**src/rtl/vga_pkg.sv**
```systemverilog
// Shared VGA 640x480@60 timing constants, framebuffer geometry and phase-state type.
package vga_pkg;

    localparam int unsigned H_ACTIVE = 640;
    localparam int unsigned H_FP     = 16;
    localparam int unsigned H_SYNC   = 96;
    localparam int unsigned H_BP     = 48;
    localparam int unsigned H_TOTAL  = 800;

    localparam int unsigned V_ACTIVE = 480;
    localparam int unsigned V_FP     = 10;
    localparam int unsigned V_SYNC   = 2;
    localparam int unsigned V_BP     = 33;
    localparam int unsigned V_TOTAL  = 525;

    localparam int unsigned FB_W        = 160;
    localparam int unsigned FB_H        = 120;
    localparam int unsigned SCALE_SHIFT = 2;
    localparam int unsigned ADDR_W      = 15;
    localparam int unsigned COLOUR_W    = 3;
    localparam int unsigned DAC_W       = 10;
    localparam int unsigned CNT_W       = 10;
    localparam int unsigned X_W         = 8;
    localparam int unsigned Y_W         = 7;

    typedef enum logic [1:0] {ACTIVE, FRONT, SYNC, BACK} phase_e;

    // y*160 + x built from shifts: 160 = 128 + 32
    function automatic logic [ADDR_W-1:0] fb_addr(input logic [X_W-1:0] x,
                                                  input logic [Y_W-1:0] y);
        return (ADDR_W'(y) << 7) + (ADDR_W'(y) << 5) + ADDR_W'(x);
    endfunction

endpackage

```
**src/rtl/vga_timing.sv**
```systemverilog
// Pixel-rate divider, horizontal/vertical counters with phase FSMs, raw sync/active and frame tick.
module vga_timing
    import vga_pkg::*;
(
    input  logic             clock,
    input  logic             reset,
    output logic             vga_clk,
    output logic             pixel_tick_c,
    output logic [CNT_W-1:0] h_nxt_c,
    output logic [CNT_W-1:0] v_nxt_c,
    output logic             active_nxt_c,
    output logic             hs_c,
    output logic             vs_c,
    output logic             active_c,
    output logic             frame_start
);

    logic             phase;
    logic [CNT_W-1:0] h_cnt;
    logic [CNT_W-1:0] v_cnt;
    phase_e           h_state;
    phase_e           h_state_nxt;
    phase_e           v_state;
    phase_e           v_state_nxt;
    logic             frame_start_nxt;
    logic             h_wrap;

    always_ff @(posedge clock) begin
        if (reset) begin
            phase       <= 1'b0;
            h_cnt       <= '0;
            v_cnt       <= '0;
            h_state     <= ACTIVE;
            v_state     <= ACTIVE;
            frame_start <= 1'b0;
        end else begin
            phase       <= ~phase;
            h_cnt       <= h_nxt_c;
            v_cnt       <= v_nxt_c;
            h_state     <= h_state_nxt;
            v_state     <= v_state_nxt;
            frame_start <= frame_start_nxt;
        end
    end

    // Counters and phases only move on the pixel tick; vertical moves on the horizontal wrap
    always_comb begin
        h_nxt_c         = h_cnt;
        v_nxt_c         = v_cnt;
        h_state_nxt     = h_state;
        v_state_nxt     = v_state;
        frame_start_nxt = 1'b0;
        h_wrap          = 1'b0;
        if (pixel_tick_c) begin
            h_wrap  = (h_cnt == CNT_W'(H_TOTAL - 1));
            h_nxt_c = h_wrap ? '0 : h_cnt + 1'b1;
            case (h_state)
                ACTIVE:  if (h_cnt == CNT_W'(H_ACTIVE - 1)) h_state_nxt = FRONT;
                FRONT:   if (h_cnt == CNT_W'(H_ACTIVE + H_FP - 1)) h_state_nxt = SYNC;
                SYNC:    if (h_cnt == CNT_W'(H_ACTIVE + H_FP + H_SYNC - 1)) h_state_nxt = BACK;
                BACK:    if (h_wrap) h_state_nxt = ACTIVE;
                default: h_state_nxt = ACTIVE;
            endcase
            if (h_wrap) begin
                v_nxt_c         = (v_cnt == CNT_W'(V_TOTAL - 1)) ? '0 : v_cnt + 1'b1;
                frame_start_nxt = (v_cnt == CNT_W'(V_ACTIVE - 1));
                case (v_state)
                    ACTIVE:  if (v_cnt == CNT_W'(V_ACTIVE - 1)) v_state_nxt = FRONT;
                    FRONT:   if (v_cnt == CNT_W'(V_ACTIVE + V_FP - 1)) v_state_nxt = SYNC;
                    SYNC:    if (v_cnt == CNT_W'(V_ACTIVE + V_FP + V_SYNC - 1)) v_state_nxt = BACK;
                    BACK:    if (v_cnt == CNT_W'(V_TOTAL - 1)) v_state_nxt = ACTIVE;
                    default: v_state_nxt = ACTIVE;
                endcase
            end
        end
    end

    assign vga_clk      = phase;
    assign pixel_tick_c = phase;
    assign hs_c         = (h_state != SYNC);
    assign vs_c         = (v_state != SYNC);
    assign active_c     = (h_state == ACTIVE) && (v_state == ACTIVE);
    assign active_nxt_c = (h_state_nxt == ACTIVE) && (v_state_nxt == ACTIVE);

endmodule

```
**src/rtl/vga_scanout.sv**
```systemverilog
// Framebuffer read side: raster address generation, RAM-latency stage and DAC colour expansion.
// Optional VGA_SCANOUT_TEST_PATTERN_EN adds test_mode for vertical colour bars.
module vga_scanout
    import vga_pkg::*;
(
    input  logic                clock,
    input  logic                reset,
    output logic [ADDR_W-1:0]   rd_addr,
    input  logic [COLOUR_W-1:0] rd_data,
`ifdef VGA_SCANOUT_TEST_PATTERN_EN
    input  logic                test_mode,
`endif
    output logic                frame_start,
    output logic                VGA_CLK,
    output logic                VGA_HS,
    output logic                VGA_VS,
    output logic                VGA_BLANK_N,
    output logic                VGA_SYNC_N,
    output logic [DAC_W-1:0]    VGA_R,
    output logic [DAC_W-1:0]    VGA_G,
    output logic [DAC_W-1:0]    VGA_B
);

    logic             pixel_tick;
    logic [CNT_W-1:0] h_nxt;
    logic [CNT_W-1:0] v_nxt;
    logic             active_nxt;
    logic             hs_raw;
    logic             vs_raw;
    logic             active_raw;
    logic [COLOUR_W-1:0] colour_c;

    vga_timing u_timing (
        .clock        (clock),
        .reset        (reset),
        .vga_clk      (VGA_CLK),
        .pixel_tick_c (pixel_tick),
        .h_nxt_c      (h_nxt),
        .v_nxt_c      (v_nxt),
        .active_nxt_c (active_nxt),
        .hs_c         (hs_raw),
        .vs_c         (vs_raw),
        .active_c     (active_raw),
        .frame_start  (frame_start)
    );

`ifdef VGA_SCANOUT_TEST_PATTERN_EN
    logic [COLOUR_W-1:0] bar_q;

    // Bar colour is x[7:5] of the pixel whose address is being issued
    always_ff @(posedge clock) begin
        if (reset) begin
            bar_q <= '0;
        end else if (pixel_tick && active_nxt) begin
            bar_q <= h_nxt[CNT_W-1 -: COLOUR_W];
        end
    end

    assign colour_c = test_mode ? bar_q : rd_data;
`else
    assign colour_c = rd_data;
`endif

    // Address issued as counters step to (h,v); pins for (h,v) land one tick later
    always_ff @(posedge clock) begin
        if (reset) begin
            rd_addr     <= '0;
            VGA_HS      <= 1'b1;
            VGA_VS      <= 1'b1;
            VGA_BLANK_N <= 1'b0;
            VGA_R       <= '0;
            VGA_G       <= '0;
            VGA_B       <= '0;
        end else if (pixel_tick) begin
            if (active_nxt) begin
                rd_addr <= fb_addr(X_W'(h_nxt >> SCALE_SHIFT), Y_W'(v_nxt >> SCALE_SHIFT));
            end
            VGA_HS      <= hs_raw;
            VGA_VS      <= vs_raw;
            VGA_BLANK_N <= active_raw;
            VGA_R       <= {DAC_W{active_raw & colour_c[2]}};
            VGA_G       <= {DAC_W{active_raw & colour_c[1]}};
            VGA_B       <= {DAC_W{active_raw & colour_c[0]}};
        end
    end

    assign VGA_SYNC_N = 1'b0;

endmodule

```
**config.mk**
```make
export PLATFORM = sky130hd
export DESIGN_NAME = vga_scanout
export DESIGN_NICKNAME = d
export VERILOG_FILES = /design/src/rtl/vga_pkg.sv /design/src/rtl/vga_timing.sv /design/src/rtl/vga_scanout.sv
export SDC_FILE = /design/constraint.sdc
export NUM_CORES = 1
export LEC_CHECK = 0
export CAP_MARGIN = 10
export CORE_MARGIN = 3
export CORE_UTILIZATION = 55
export CTS_CLUSTER_SIZE = 24
export DETAILED_ROUTE_END_ITERATION = 8
export GPL_TIMING_DRIVEN = 0
export PLACE_DENSITY = 0.81
export SETUP_SLACK_MARGIN = 0.3
export SLEW_MARGIN = 10
export SYNTH_ARGS = -nofsm -noshare
export SYNTH_HDL_FRONTEND = slang
export SYNTH_SLANG_ARGS = --single-unit
```
**constraint.sdc**
```tcl
create_clock -name clock -period 10.1 [get_ports clock]
set_input_delay 2.02 -clock clock [delete_from_list [all_inputs] [get_ports clock]]
set_output_delay 2.02 -clock clock [all_outputs]
set_load 0.005 [all_outputs]
```
Yosys cells after proc, flatten, opt, wreduce, memory -nomap -nowiden:

Index checks and enable logic that the tools add are counted.

* flip-flop bits (word level): 47
* output and inout port bits: 51
* word-level logic and storage cells: 67
* input port bits: 5

* reductions and logical operators: 9
* mux-type cells: 18
* add/sub/neg operators: 4
* equality and inequality tests: 16
* bitwise logic cells: 5

Operators by type and width (count)
* equality test 10 bit (second input constant): 5
* equality test 10 x 9 -> 1 bit (second input constant): 3
* two-way mux 10 bit: 3
* two-way mux 2 bit: 11
* adder 10 x 1 -> 10 bit (second input constant): 2
* two-way mux 9 bit: 2
* one-hot mux 2 bit (4 select lines): 2
* adder 14 x 12 -> 15 bit: 1
* adder 15 x 8 -> 15 bit: 1
* equality test 2 bit (second input constant): 4
* logical NOT 2 bit: 4
* equality test 2 x 1 -> 1 bit (second input constant): 2
* inequality test 2 bit (second input constant): 2
* AND reduction 2 bit: 2
* AND 1 bit: 3
* OR reduction 3 bit: 1
* logical AND 1 bit: 2
* inverter 1 bit: 2

Longest topological paths before layout:

* word-level depth: 8
* depth in mapped cells: 18
* mapped depth without buffers: 17

Cells and area by module:

From an unflattened synthesis, not the netlist that was laid out.

* cells, all modules: 335
* area, all modules: 2882.8 um^2

Modules (own cells, without submodules)
* vga_timing: area each 1531.5 um^2, times used 1, cells each 173, sequential area each 520.5 um^2
* vga_scanout: area each 1351.3 um^2, times used 1, cells each 162, sequential area each 420.4 um^2

Least setup slack after synthesis:

Ideal clock, no wire load.

* path type: register -> register
* start point: register u_timing.h_cnt[0]
* end point: register rd_addr[12]
* slack: 6.513 ns
* data required time: 9.984 ns
* setup time: 0.116 ns
* path buffers: 2
* data arrival time: 3.471 ns
* period minus slack after synthesis: 3.587 ns
* stages on the path, launching flop included: 16
* cell sequence: dfxtp_1 ha_1 and4_4 and3_1 buf_4 clkbuf_1 nand2_1 o21ai_0 fa_1 inv_1 fa_1 nor2b_1 o31a_1 o21a_1 or3_1 a41o_1

* elaborated cells on any way between the ends: 23
* those cells by class: add/sub: 3; eq/ne: 4; mux: 12; reduce/logical: 4

RTL lines
* from (decl): RTL line vga_timing.sv:19 `logic [CNT_W-1:0] h_cnt;`
* from (signal assigned): RTL line vga_timing.sv:38 `h_cnt <= h_nxt_c;`
* equality test 10 bit: RTL line vga_timing.sv:55 `h_wrap = (h_cnt == CNT_W'(H_TOTAL - 1));`
* two-way mux 9 bit: RTL line vga_timing.sv:64 `if (h_wrap) begin`
* two-way mux 9 bit: RTL line vga_timing.sv:54 `if (pixel_tick_c) begin`
* net u_timing.v_nxt_c[2]: RTL line vga_timing.sv:10 `output logic [CNT_W-1:0] v_nxt_c,`
* adder 14 x 12 -> 15 bit: RTL line vga_pkg.sv:31 `return (ADDR_W'(y) << 7) + (ADDR_W'(y) << 5) + ADDR_W'(x);`
* adder 15 x 8 -> 15 bit: RTL line vga_pkg.sv:31
* to (signal assigned): RTL line vga_scanout.sv:76 `rd_addr <= fb_addr(X_W'(h_nxt >> SCALE_SHIFT), Y_W'(v_nxt >> SCALE_SHIFT));`
* to (decl): RTL line vga_scanout.sv:8 `output logic [ADDR_W-1:0] rd_addr,`

The timed path passes the listed nets, and every way through them passes these cells.
A chain may end at the register's enable or synchronous reset.

Worst setup path in the final report:

* start point: register u_timing.h_cnt[0]
* end point: register rd_addr[13]

The elaborated chain is that of the path after synthesis.

==> flow_summary.yaml <==
critical_path:
  startpoint_type: "flip-flop"
  crit_required_ps: 10300
  crit_path_max_fanout: 10
  end_kind: "flip-flop"
  crit_type: "reg2reg"
  worst_ep_arrival_time_ps: 4390
sta:
  tns_ps: 0
  whs_ps: 474
  fin_skew_ps: 4.54
  finalSetupViolCount: 0
  slew_headroom: 0.581
  tightest_slew_ps: 629
  drv_slew: 0
  fmax_mhz: 239
  post-route-min-period_ps: 4180
  fin_crit_sh: 0.414
  layout_setup_ws_ps: 5920
  rsz0062_at_grt: "no"
  hold_violations: 0
floorplanning:
  die_x_um: 79.1
  io_pins: 56
  rows: 25
  initial_core_util: 0.594
  dieArea_sq_um: 6250
  coreArea_sq_um: 4940
  die_y_um: 79.1
drt:
  drt_iter0_markers: 183
  viasPerCell: 5.58
  vias: 2537
  wire_per_inst_um: 14.5
  wl_um: 6600
  dr.pass1.iters: 5
  drc: 0
  postRouteAntennaNets: 0
finish:
  stdcell_count: 455
  nets: 413
  drive_gt1_frac: 0.157
  seq_area_sq_um: 941
  final_util: 0.735
  multi_input_area_sq_um: 1650
  fillers: 421
  num_antenna_cells: 0
  area_delta_synth_final_pct: 23.7
logic_synthesis:
  synth_area_leaders: "dfxtp_1 32%, buf_4 7.7%, ha_1 7.2%"
  synth-seq-cells: 47
  yosys_warnings: 0
  synth_adder_area_share: 0.0860
  synth-xor-area-share: 0.0447
  post-synth-top-count-cell: "dfxtp_1"
  synthFlopType: "dfxtp_1"
  netlist.area_leader.share: 0.320
  syn-num-nets: 352
  synth-edff-count: 0
  synth_top_area_cell: "dfxtp_1"
  synth_cells: 328
  synth_common_cells: "47 x dfxtp_1, 30 x buf_4, 21 x nor2_1, 17 x ha_1, 17 x nand2_1"
  syn_avg_cell_area_sq_um: 8.96
  seq_area_frac_synth: 0.320
  yosysUniqueCellTypes: 62
  synth_top_family_by_area: "simple AND/OR/NAND/NOR gates"
  synth-compound-area-share: 0.169
  async_flop_share: 0
  yosys-mux-area-fraction: 0.0294
  synth-simple-area-share: 0.232
  syn-cell-area_sq_um: 2940
global_route:
  grt_overflow: 0
  grt_pass1_wl_um: 11200
  grt_usage: 0.222
  antenna_found_initial: 0
  grt_pass1_vias: 2382
  grt_max_degree: 13
flow_run:
  cap_violations: 0
power_and_ir_drop:
  leakagePower_nw: 1.50
  power.density_nw_per_um2: 94.4
  peakVddDrop_mv: 0.0583
clock_tree:
  path_clk_slew_ps: 80
  cts_tree: "done"
  cts_resized: 0
  clockBufferDepth: 2
  cts-buffers-inserted: 5
  postCtsSetupBuffers: 0
  clock_latency_ps: 290
  clock_sinks: 47
  cts-root-buf: "clkbuf_8"
  htreeDepth: 2
  cts.hold.buffers_added: 0
min_path:
  min_path_type: "reg2reg"
placed_design:
  dp_cells: 449
  post-place-ws_ps: 5940
  dpl.hpwl_um: 4970
  routabilityCongestion: 0.920
  portBuffers: 54
status:
  outcome: "finished clean"
cells in the final DEF, fill, tap and decap left out, drive strengths merged, types with 8 or more instances in the layout:
master | Yosys | final
buf | 39 | 39
ha | 17 | 17
clkdlybuf4s50 | 0 | 54
xnor2 | 10 | 10
a21oi | 16 | 16
o21ai | 13 | 13
dfxtp | 47 | 47
nor3 | 9 | 9
nand3 | 8 | 8
inv | 11 | 11
nand2 | 17 | 17
nor2 | 21 | 21
and2 | 8 | 8
nor2b | 12 | 12
clkbuf | 7 | 13
nand4 | 13 | 13
report_power, final:
group / switching, mW / leakage (nW) / internal, mW / total [mW]
combinational: 0.0189 / 1.08 / 0.0297 / 0.0486
clock: 0.0557 / 0.0371 / 0.0462 / 0.102
sequential: 0.00443 / 0.380 / 0.188 / 0.193
worst max-delay path, cell delays in order, from the launching register on:
cell and delay, ps:
dfxtp_1 380, ha_1 230, and4_4 280, and3_1 170, buf_4 180, clkbuf_1 410
nand2_1 90, o21ai_0 420, fa_1 530, ha_1 320, a211oi_1 210, nor2_1 100
o31ai_1 280, a21oi_1 120, xor2_1 160, a211oi_1 210
per-layer routing:
layer	vias up	share of wire	track usage
li1	1269	-	-
met3	8	0.053	0.0454
met5	-	0	0
met4	0	0.0094	0.0687
met1	1192	0.46	0.286
met2	68	0.48	0.371
sequential cells by signal, summed over array words and instances, names as in the netlist:
| register | cells |
|---|---|
| u_timing.pixel_tick_c | 1 |
| VGA_B | 1 |
| rd_addr | 15 |
| u_timing.v_cnt | 10 |
| u_timing.h_cnt | 10 |
| u_timing.h_state | 2 |
| VGA_R | 1 |
| VGA_G | 1 |
| u_timing.v_state | 2 |
| u_timing.frame_start | 1 |
| VGA_HS | 1 |
| VGA_BLANK_N | 1 |
| VGA_VS | 1 |
per-stage QoR:
stage	area [sq um]	total power, mW
after floorplan	2940	0.221
after global placement	3560	0.245
after detailed placement	3560	0.246
after CTS	3630	0.348
after global routing	3630	0.359
final	3630	0.343
area by class of cell:
class,instances,share of cell area
inverter,11,0.0114
multi-input combinational,224,0.455
tap,67,0.0231
sequential,47,0.259
clock buffer,6,0.0200
timing repair buffer,54,0.149
buffer,46,0.0833
path summary, 6_finish.rpt:
| kind | endpoint | slack, ps | start | cells past startpoint |
|---|---|---|---|---|
| setup / recovery | rd_addr[13] | 5920 | u_timing.h_cnt[0] | 15 |
| setup reg to reg | rd_addr[13] | 5920 | u_timing.h_cnt[0] | 15 |
| hold reg to reg | rd_addr[6] | 470 | rd_addr[6] | 2 |
| hold / removal | rd_addr[6] | 470 | rd_addr[6] | 2 |
cells by family after synthesis:
group	Yosys count
simple gates	114
compound gates	69
buf+inv	57
flops	47
fa+ha+maj	19
xor+xnor	15
mux	6
other cells	1
(Power assumes the default switching activity.)
